## src/rtl/rs_issue_queue.sv

```systemverilog
`default_nettype none
// ============================================================================
// Module      : rs_issue_queue
// Description : Reservation station / issue queue between rename-dispatch and
//               register read. Holds up to RS_ENTRIES renamed micro-ops,
//               wakes source operands from NUM_WB writeback channels and
//               issues the oldest fully-ready entry over a valid/ready
//               handshake.
// Ports       : clk, rst_n            - clock, async active-low reset
//               flush_i               - synchronous squash of all entries
//               disp_*                - dispatch request, fields, ready
//               wb_valid_i, wb_tag_i  - wakeup channels (channel k at
//                                       [k*PREG_W +: PREG_W])
//               issue_*               - selected entry and handshake
//               occupancy_o           - registered count of valid entries
// Revision    : 1.0 - initial release
// ============================================================================
module rs_issue_queue #(
    parameter  int RS_ENTRIES = 8,
    parameter  int NUM_PREGS  = 128,
    parameter  int NUM_WB     = 4,
    parameter  int OP_W       = 6,
    localparam int PREG_W     = $clog2(NUM_PREGS),
    localparam int CNT_W      = $clog2(RS_ENTRIES) + 1
) (
    input  logic                     clk,
    input  logic                     rst_n,
    input  logic                     flush_i,
    input  logic                     disp_valid_i,
    output logic                     disp_ready_o,
    input  logic [OP_W-1:0]          disp_op_i,
    input  logic [PREG_W-1:0]        disp_src1_idx_i,
    input  logic [PREG_W-1:0]        disp_src2_idx_i,
    input  logic [PREG_W-1:0]        disp_dst_idx_i,
    input  logic                     disp_src1_rdy_i,
    input  logic                     disp_src2_rdy_i,
    input  logic [31:0]              disp_imm_i,
    input  logic [NUM_WB-1:0]        wb_valid_i,
    input  logic [NUM_WB*PREG_W-1:0] wb_tag_i,
    output logic                     issue_valid_o,
    input  logic                     issue_ready_i,
    output logic [OP_W-1:0]          issue_op_o,
    output logic [PREG_W-1:0]        issue_src1_idx_o,
    output logic [PREG_W-1:0]        issue_src2_idx_o,
    output logic [PREG_W-1:0]        issue_dst_idx_o,
    output logic [31:0]              issue_imm_o,
    output logic [CNT_W-1:0]         occupancy_o
);

    localparam int               IDX_W    = $clog2(RS_ENTRIES);
    localparam logic [CNT_W-1:0] FULL_CNT = CNT_W'(RS_ENTRIES);

    // Entry state
    logic [RS_ENTRIES-1:0] valid_q, valid_d;
    logic [RS_ENTRIES-1:0] src1_rdy_q, src1_rdy_d;
    logic [RS_ENTRIES-1:0] src2_rdy_q, src2_rdy_d;
    logic [OP_W-1:0]       op_q   [RS_ENTRIES];
    logic [OP_W-1:0]       op_d   [RS_ENTRIES];
    logic [PREG_W-1:0]     src1_q [RS_ENTRIES];
    logic [PREG_W-1:0]     src1_d [RS_ENTRIES];
    logic [PREG_W-1:0]     src2_q [RS_ENTRIES];
    logic [PREG_W-1:0]     src2_d [RS_ENTRIES];
    logic [PREG_W-1:0]     dst_q  [RS_ENTRIES];
    logic [PREG_W-1:0]     dst_d  [RS_ENTRIES];
    logic [31:0]           imm_q  [RS_ENTRIES];
    logic [31:0]           imm_d  [RS_ENTRIES];
    // older_q[i][j] == 1 means entry i was dispatched before entry j
    logic [RS_ENTRIES-1:0] older_q [RS_ENTRIES];
    logic [RS_ENTRIES-1:0] older_d [RS_ENTRIES];
    logic [CNT_W-1:0]      occ_q, occ_d;

    logic [RS_ENTRIES-1:0] w_cand;
    logic [RS_ENTRIES-1:0] w_grant;
    logic [IDX_W-1:0]      w_issue_idx;
    logic [IDX_W-1:0]      w_free_idx;
    logic                  w_any_cand;
    logic                  w_issue_fire;
    logic                  w_disp_fire;

    // True when any active wakeup channel carries the given tag
    function automatic logic wb_hit(input logic [PREG_W-1:0]        tag,
                                    input logic [NUM_WB-1:0]        vld,
                                    input logic [NUM_WB*PREG_W-1:0] tags);
        logic hit;
        hit = 1'b0;
        for (int c = 0; c < NUM_WB; c++) begin
            if (vld[c] && (tags[c*PREG_W +: PREG_W] == tag)) hit = 1'b1;
        end
        return hit;
    endfunction

    // Oldest-ready select: an entry wins when no other candidate is older.
    // The age matrix is a strict total order over valid entries, so at most
    // one grant bit is set.
    always_comb begin
        w_cand      = valid_q & src1_rdy_q & src2_rdy_q;
        w_grant     = w_cand;
        w_issue_idx = '0;
        w_free_idx  = '0;
        for (int i = 0; i < RS_ENTRIES; i++) begin
            for (int j = 0; j < RS_ENTRIES; j++) begin
                if (w_cand[j] && older_q[j][i]) w_grant[i] = 1'b0;
            end
        end
        for (int i = 0; i < RS_ENTRIES; i++) begin
            if (w_grant[i]) w_issue_idx = IDX_W'(i);
        end
        // Descending scan leaves the lowest free index
        for (int i = RS_ENTRIES - 1; i >= 0; i--) begin
            if (!valid_q[i]) w_free_idx = IDX_W'(i);
        end
    end

    assign w_any_cand    = |w_cand;
    assign issue_valid_o = w_any_cand & ~flush_i;
    assign disp_ready_o  = (occ_q != FULL_CNT);
    assign occupancy_o   = occ_q;
    assign w_issue_fire  = issue_valid_o & issue_ready_i;
    assign w_disp_fire   = disp_valid_i & disp_ready_o & ~flush_i;

    // Fields read straight from registered state; zero when nothing is ready
    assign issue_op_o       = w_any_cand ? op_q[w_issue_idx]   : '0;
    assign issue_src1_idx_o = w_any_cand ? src1_q[w_issue_idx] : '0;
    assign issue_src2_idx_o = w_any_cand ? src2_q[w_issue_idx] : '0;
    assign issue_dst_idx_o  = w_any_cand ? dst_q[w_issue_idx]  : '0;
    assign issue_imm_o      = w_any_cand ? imm_q[w_issue_idx]  : '0;

    always_comb begin
        valid_d    = valid_q;
        src1_rdy_d = src1_rdy_q;
        src2_rdy_d = src2_rdy_q;
        op_d       = op_q;
        src1_d     = src1_q;
        src2_d     = src2_q;
        dst_d      = dst_q;
        imm_d      = imm_q;
        older_d    = older_q;
        occ_d      = '0;

        // Wakeup: ready bits are sticky while the entry is valid
        for (int i = 0; i < RS_ENTRIES; i++) begin
            if (valid_q[i]) begin
                src1_rdy_d[i] = src1_rdy_q[i] | wb_hit(src1_q[i], wb_valid_i, wb_tag_i);
                src2_rdy_d[i] = src2_rdy_q[i] | wb_hit(src2_q[i], wb_valid_i, wb_tag_i);
            end
        end

        if (w_issue_fire) valid_d[w_issue_idx] = 1'b0;

        if (w_disp_fire) begin
            valid_d[w_free_idx]    = 1'b1;
            op_d[w_free_idx]       = disp_op_i;
            src1_d[w_free_idx]     = disp_src1_idx_i;
            src2_d[w_free_idx]     = disp_src2_idx_i;
            dst_d[w_free_idx]      = disp_dst_idx_i;
            imm_d[w_free_idx]      = disp_imm_i;
            src1_rdy_d[w_free_idx] = disp_src1_rdy_i | (disp_src1_idx_i == '0) |
                                     wb_hit(disp_src1_idx_i, wb_valid_i, wb_tag_i);
            src2_rdy_d[w_free_idx] = disp_src2_rdy_i | (disp_src2_idx_i == '0) |
                                     wb_hit(disp_src2_idx_i, wb_valid_i, wb_tag_i);
            // New entry is younger than every currently valid entry; both its
            // row and column are rewritten so stale age bits never survive.
            for (int j = 0; j < RS_ENTRIES; j++) begin
                older_d[j][w_free_idx] = valid_q[j];
            end
            older_d[w_free_idx] = '0;
        end

        if (flush_i) begin
            valid_d = '0;
            for (int i = 0; i < RS_ENTRIES; i++) older_d[i] = '0;
        end

        for (int i = 0; i < RS_ENTRIES; i++) begin
            occ_d = occ_d + CNT_W'(valid_d[i]);
        end
    end

    always_ff @(posedge clk or negedge rst_n) begin
        if (!rst_n) begin
            valid_q    <= '0;
            src1_rdy_q <= '0;
            src2_rdy_q <= '0;
            op_q       <= '{default: '0};
            src1_q     <= '{default: '0};
            src2_q     <= '{default: '0};
            dst_q      <= '{default: '0};
            imm_q      <= '{default: '0};
            older_q    <= '{default: '0};
            occ_q      <= '0;
        end else begin
            valid_q    <= valid_d;
            src1_rdy_q <= src1_rdy_d;
            src2_rdy_q <= src2_rdy_d;
            op_q       <= op_d;
            src1_q     <= src1_d;
            src2_q     <= src2_d;
            dst_q      <= dst_d;
            imm_q      <= imm_d;
            older_q    <= older_d;
            occ_q      <= occ_d;
        end
    end

endmodule
`default_nettype wire

```

## config.mk

```make
export PLATFORM = sky130hd
export DESIGN_NAME = rs_issue_queue
export DESIGN_NICKNAME = d
export VERILOG_FILES = /design/src/rtl/rs_issue_queue.sv
export SDC_FILE = /design/constraint.sdc
export NUM_CORES = 2
export LEC_CHECK = 0
export CAP_MARGIN = 30
export CORE_MARGIN = 5
export CORE_UTILIZATION = 35
export DETAILED_ROUTE_END_ITERATION = 12
export GPL_TIMING_DRIVEN = 0
export PLACE_DENSITY_LB_ADDON = 0.15
export SYNTH_ARGS = -nofsm -noshare
export SYNTH_HDL_FRONTEND = slang
export SYNTH_SLANG_ARGS = --single-unit
```

## constraint.sdc

```tcl
create_clock -name clk -period 12.51 [get_ports clk]
set_input_delay 3.1275 -clock clk [delete_from_list [all_inputs] [get_ports clk]]
set_output_delay 3.1275 -clock clk [all_outputs]
set_load 0.03 [all_outputs]
```

==> flow_metrics.py <==
metrics = {
    "die": {
        "rows": 112,
        "core_sq_mm": 0.0929,
        "start_util_pct": 35.2,
        "die_h_um": 315,
        "pin_count": 163,
        "die-area_sq_mm": 0.0995,
        "die_w_um": 315,
    },
    "timing": {
        "hold_viol": 0,
        "max_freq_ghz": 0.107,
        "worst_slew_margin_rel_pct": 19.0,
        "setup-violations-final": 0,
        "post-route-period-util_pct": 74.5,
        "rsz0062_at_grt": "false",
        "tightestPinTransition_ps": 1210,
        "setup_tns_ps": 0,
        "drv_slew": 0,
        "fin_crit_ps": 9320,
        "finalClockSkew_ps": 24.6,
    },
    "global_routing": {
        "grt_first_pass_wirelength_um": 193000,
        "antenna_found_initial": 8,
        "gr-usage-all-layers_pct": 26.1,
        "first_global_vias": 27300,
        "grt_overflow": 0,
        "grt_max_degree": 114,
    },
    "critical_path": {
        "start_kind": "flip-flop",
        "cp_max_fo": 10,
        "critical_path_class": "flip-flop to output port",
        "cp.required_ps": 9380,
        "endpoint_kind": "output port",
        "worstPathCellList": "clkbuf_1 -> nand4_1 -> o2111ai_1 -> nand4b_1 -> and2_1 -> buf_2 -> nor2_1 -> clkbuf_1 -> o31ai_1 -> a211oi_1 -> clkdlybuf4s50_1",
        "critPathArrivalTime_ps": 6190,
        "cp_common_cell": "clkbuf_1",
        "crit_family": "buffers and inverters",
        "max_stage_delay_ps": 850,
        "worst-path-buf-inv": 4,
        "rrSetupSlack_ps": 6190,
        "cp_slowest_cell": "nand4b_1",
    },
    "logic_synthesis": {
        "synth_most_common_cell": "dfrtp_1",
        "seq_area_frac_synth_pct": 42.6,
        "yosysTopAreaCellShare_pct": 42.6,
        "async_flop_share_pct": 100,
        "yosys-top-cells-count": "556 x dfrtp_1, 410 x mux2_2, 336 x xor2_1, 291 x nand2_1, 262 x clkbuf_1",
        "synth_area_leader_cell": "dfrtp_1",
        "synth_seq_cells": 556,
        "syn_area_per_cell_sq_um": 9.97,
        "syn_area_sq_mm": 0.0327,
        "yosysWarnings": 0,
        "synth_cell_types": 55,
        "netlist_top_cells_area": "dfrtp_1 43%, mux2_2 14%, xor2_1 9.0%",
        "synth-edff-count": 0,
        "synthFlopType": "dfrtp_1",
        "syn_inst": 3275,
        "syn_nets": 3380,
    },
    "layout": {
        "syn_to_final_growth_pct": 18.1,
        "layout.nets": 3629,
        "layout-drive-gt1-share_pct": 17.4,
        "fin_area_sq_mm": 0.0386,
    },
    "outcome": {
        "outcome": "finished clean",
    },
    "cts": {
        "cts_num_sinks": 556,
        "cts_tree": "done",
        "root_buffer": "clkbuf_16",
        "cts_buffer_depth": 3,
        "cts_resized": 0,
        "cts_max_level": 3,
        "cts_setup_buffers": 0,
        "postCtsHoldBufs": 0,
        "cts.reportedPaths.clkPinSlew_ps": 60,
        "cts-buffers-inserted": 68,
        "insertion_delay_ps": 630,
    },
    "detailed_routing": {
        "wl_per_cell_um": 27.3,
        "drt_iter0_drc": 2512,
        "routed_wl_um": 132000,
        "drc": 0,
        "dr_total_vias": 27400,
        "vias_per_cell": 5.66,
        "dr.pass1.iters": 5,
        "ant_nets": 0,
    },
    "placement": {
        "placed_cell_area_sq_mm": 0.0362,
        "port-buffer-count": 129,
        "place_congestion": 0.973,
        "dp_hpwl_um": 94500,
    },
    "hold_path": {
        "min_path_type": "flip-flop to flip-flop",
    },
    "power_and_ir_drop": {
        "power-per-cell-area_mw_per_mm2": 137,
        "ir_worst_vdd_mv": 0.0927,
        "power.leakage_nw": 17.2,
    },
    "flow_run": {
        "cap_viol_max_count": 0,
    },
}
final timing paths:
check | startpoint | to | depth (start not counted)
max reg2reg | valid_q[5]$_DFF_PN0_ | occupancy_o[1]$_DFF_PN0_ | 20
min in group asynchronous | rst_n | src1_q[53]$_DFFE_PN0P_ | 1
min | imm_q[211]$_DFFE_PN0P_ | imm_q[211]$_DFFE_PN0P_ | 2
min reg2reg | imm_q[211]$_DFFE_PN0P_ | imm_q[211]$_DFFE_PN0P_ | 2
max in group asynchronous | rst_n | imm_q[138]$_DFFE_PN0P_ | 3
max | valid_q[5]$_DFF_PN0_ | issue_src2_idx_o[0] | 11
through the flow:
step	utilization [%]	power [W]	cells	setup WS, ps	hold slack, ps
after floorplan	-	0.00284	3275	5570	447
after global placement	38.2	0.00327	4658	-18500	458
after detailed placement	39.0	0.00329	4704	4020	464
after CTS	41.4	0.00533	4825	3490	478
after global routing	41.5	0.00552	4829	3300	490
final	41.5	0.00530	4837	3190	474
state kept, by name (all words and copies together) (netlist names):
register,cells
dst_q,56
imm_q,256
occupancy_o,4
older_q,56
op_q,48
src1_q,56
src1_rdy_q,8
src2_q,56
src2_rdy_q,8
valid_q,8
routing by layer:
layer  vias to the layer above  GRT usage, %  part of all wire [%]
met5                         -             0                 0.020
met4                         4          9.52                   4.2
met3                       279          4.67                   6.9
met2                      1113          41.5                    45
met1                     13900          35.8                    43
li1                      12000             -                     -
tightest hold or removal path: stages, from the launching register on:
cell and delay, ps:
dfrtp_1 340, nand2_1 50, nand2_1 50
layout by cell type, fill, tap and decap left out, types with 11 or more instances in the layout:
cell,n
a211oi_1,126
a21boi_0,61
a21oi_1,115
and3_1,78
buf_1,89
buf_2,42
buf_6,15
buf_8,31
clkbuf_1,279
clkbuf_16,69
clkbuf_8,15
clkdlybuf4s50_1,128
clkinv_2,12
dfrtp_1,556
inv_1,20
mux2_2,410
mux2i_1,11
nand2_1,291
nand3_1,12
nand4_1,118
nor2_1,144
nor3_1,65
nor4_1,120
o21ai_0,35
o31a_1,60
o31ai_1,59
xnor2_1,169
xor2_1,336
cell families (layout without fill, tap and decap cells):
logic type | Yosys count | after routing | synth area share, %
buffers and inverters | 414 | 714 | 4.93
xor gates and xnor gates | 505 | 505 | 13.5
DFF | 556 | 556 | 42.6
AOI/OAI and AO/OA | 511 | 511 | 11.1
other | 0 | 8 | 0
muxes | 424 | 424 | 14.6
adders and majority gates | 7 | 7 | 0.360
and+or+nand+nor | 858 | 858 | 12.9
power breakdown:
| part | switching (W) | internal (W) | leakage (nW) | total (W) |
|---|---|---|---|---|
| clock | 0.000845 | 0.00118 | 1.11 | 0.00202 |
| combinational | 0.000730 | 0.000469 | 8.54 | 0.00120 |
| sequential | 0.0000875 | 0.00199 | 7.50 | 0.00208 |
layout make-up:
type,count,area [sq um]
timing repair buffer,179,2050
multi-input combinational,2305,17100
tap,1254,1570
inverter,20,75.1
antenna,8,20.0
sequential,556,13900
fill,9115,54300
clock buffer,101,2000
clock inverter,20,253
buffer,394,1540
No activity file was read; power rests on OpenSTA's default activity.
==> RTL edit (config.mk and constraints unchanged) <==
Change the parameter `NUM_PREGS` from 128 to 256.
--- a/src/rtl/rs_issue_queue.sv
+++ b/src/rtl/rs_issue_queue.sv
@@ -17,7 +17,7 @@
 // ============================================================================
 module rs_issue_queue #(
     parameter  int RS_ENTRIES = 8,
-    parameter  int NUM_PREGS  = 128,
+    parameter  int NUM_PREGS  = 256,
     parameter  int NUM_WB     = 4,
     parameter  int OP_W       = 6,
     localparam int PREG_W     = $clog2(NUM_PREGS),
Ports: changed (7 resized); port bits go from 163 to 173. The function was not compared with the original's and may differ.
==> RTL edit against the original RTL <==
- worst setup slack worse by 0.26 ns
- area after synthesis is 5.8% higher
- clock power barely moved
- sequential cell count up 24
- cell area grew 6.2%
- via count rose by 7.2%
- non-clock buffer count rose by 63
- fmax down 2.7%
- clock skew increased by 0.0069 ns
- routed wire length increased by 9.7%
- total power grew 3.1%
- critical endpoint is now issue_src1_idx_o[0]
- highest routed layer unchanged
==> RTL edit: results (changes against the original RTL) <==
number of nets produced by synthesis=3586 (was 3380); Plain + repair buffers=636 (was 573); Min Hold Slack=0.473 ns (was 0.474 ns); hpwl dp=103000 um (was 94500 um); non-clock inverter count in the final layout=18 (was 20); met3 wire len=13000 um (was 9160 um); initial antenna violation count=14 (was 8); wire length of the first global-routing pass=208000 um (was 193000 um); M1 wire length=61400 um (was 57300 um); post-synthesis compound-gate area fraction=0.111 (about the same); endpoint arrival time on the critical path=6.45 ns (was 6.19 ns); final-layout fill cell count=9743 (was 9115); cell-internal power=3.75 mW (was 3.63 mW); XOR/XNOR Fraction of Synth Area=0.146 (was 0.135); multi-input logic portion of the cell area=0.448 (was 0.445); cells taking the most area after synthesis=dfrtp_1 42%, mux2_2 14%, xor2_1 11% (was dfrtp_1 43%, mux2_2 14%, xor2_1 9.0%); Critical Path Sink=issue_src1_idx_o[0] (was issue_src2_idx_o[0]); post-layout net count=3864 (was 3629); outcome=finished, final reports clean (unchanged); beginning of the worst hold path=imm_q[218] (was imm_q[211]); footprint of the flip-flops and latches=0.0145 mm2 (was 0.0139 mm2); maximum number of pins on one net before global-route repair=116 (was 114); most numerous cell types in the synthesized netlist=580 x dfrtp_1, 434 x mux2_2, 433 x xor2_1 (was 556 x dfrtp_1, 410 x mux2_2, 336 x xor2_1); layout sequential cell count=580 (was 556); non-clock buffer share of cell area=0.101 (was 0.0931); total CTS buffers=69 (was 68); GR Util All Layers=0.269 (was 0.261); Post-Synth Adder-Cell Area=0.00340 (was 0.00360); average cell area after synthesis=9.95 um2 (was 9.97 um2); Port Buffers=135 (was 129); number of distinct library cells after synthesis=62 (was 55); Min-Delay Endpoint=imm_q[218] (was imm_q[211]); total cell area at the placement stage=0.0385 mm2 (was 0.0362 mm2); routed length per instance=28.5 um (was 27.3 um); measured slew at the worst slew-check pin=1.10 ns (was 1.21 ns); global routing met2 resource utilization=0.413 (was 0.415); met2 WL=63900 um (was 60100 um); net switching component of the power=1.71 mW (was 1.66 mW); 1st-iter DRT viols=2979 (was 2512); cell leakage power=18.2 nW (was 17.2 nW); mux cell area share after synthesis=0.143 (was 0.146); multi-input combinational cell count=2447 (was 2305); register-to-register setup slack=5.75 ns (was 6.19 ns)
[RTL edit: changes by cell type in the layout (fill, tap and decap cells not counted), sizes merged, moves of 7 or more]
| cell | unedited run | this run |
|---|---|---|
| clkbuf | 363 | 415 |
| dfrtp | 556 | 580 |
| mux2 | 413 | 434 |
| nand2 | 291 | 300 |
| nand3 | 12 | 55 |
| nand4 | 118 | 67 |
| nor2 | 145 | 89 |
| nor3 | 70 | 106 |
| nor4 | 120 | 157 |
| o41ai | 1 | 8 |
| xnor2 | 169 | 144 |
| xor2 | 336 | 433 |
[RTL edit: critical path, cell delays in order, from the launching register on]
cell and delay (ns):
dfrtp_1 0.32, buf_4 0.23, and3_1 0.18, clkbuf_1 0.38, nand2b_1 0.19, a2111o_1 0.36, buf_2 0.32, o2111a_1 0.25
buf_6 0.20, nor3_4 0.67, clkbuf_1 0.71, a211oi_1 0.18, a211oi_1 0.94, clkdlybuf4s50_1 0.84
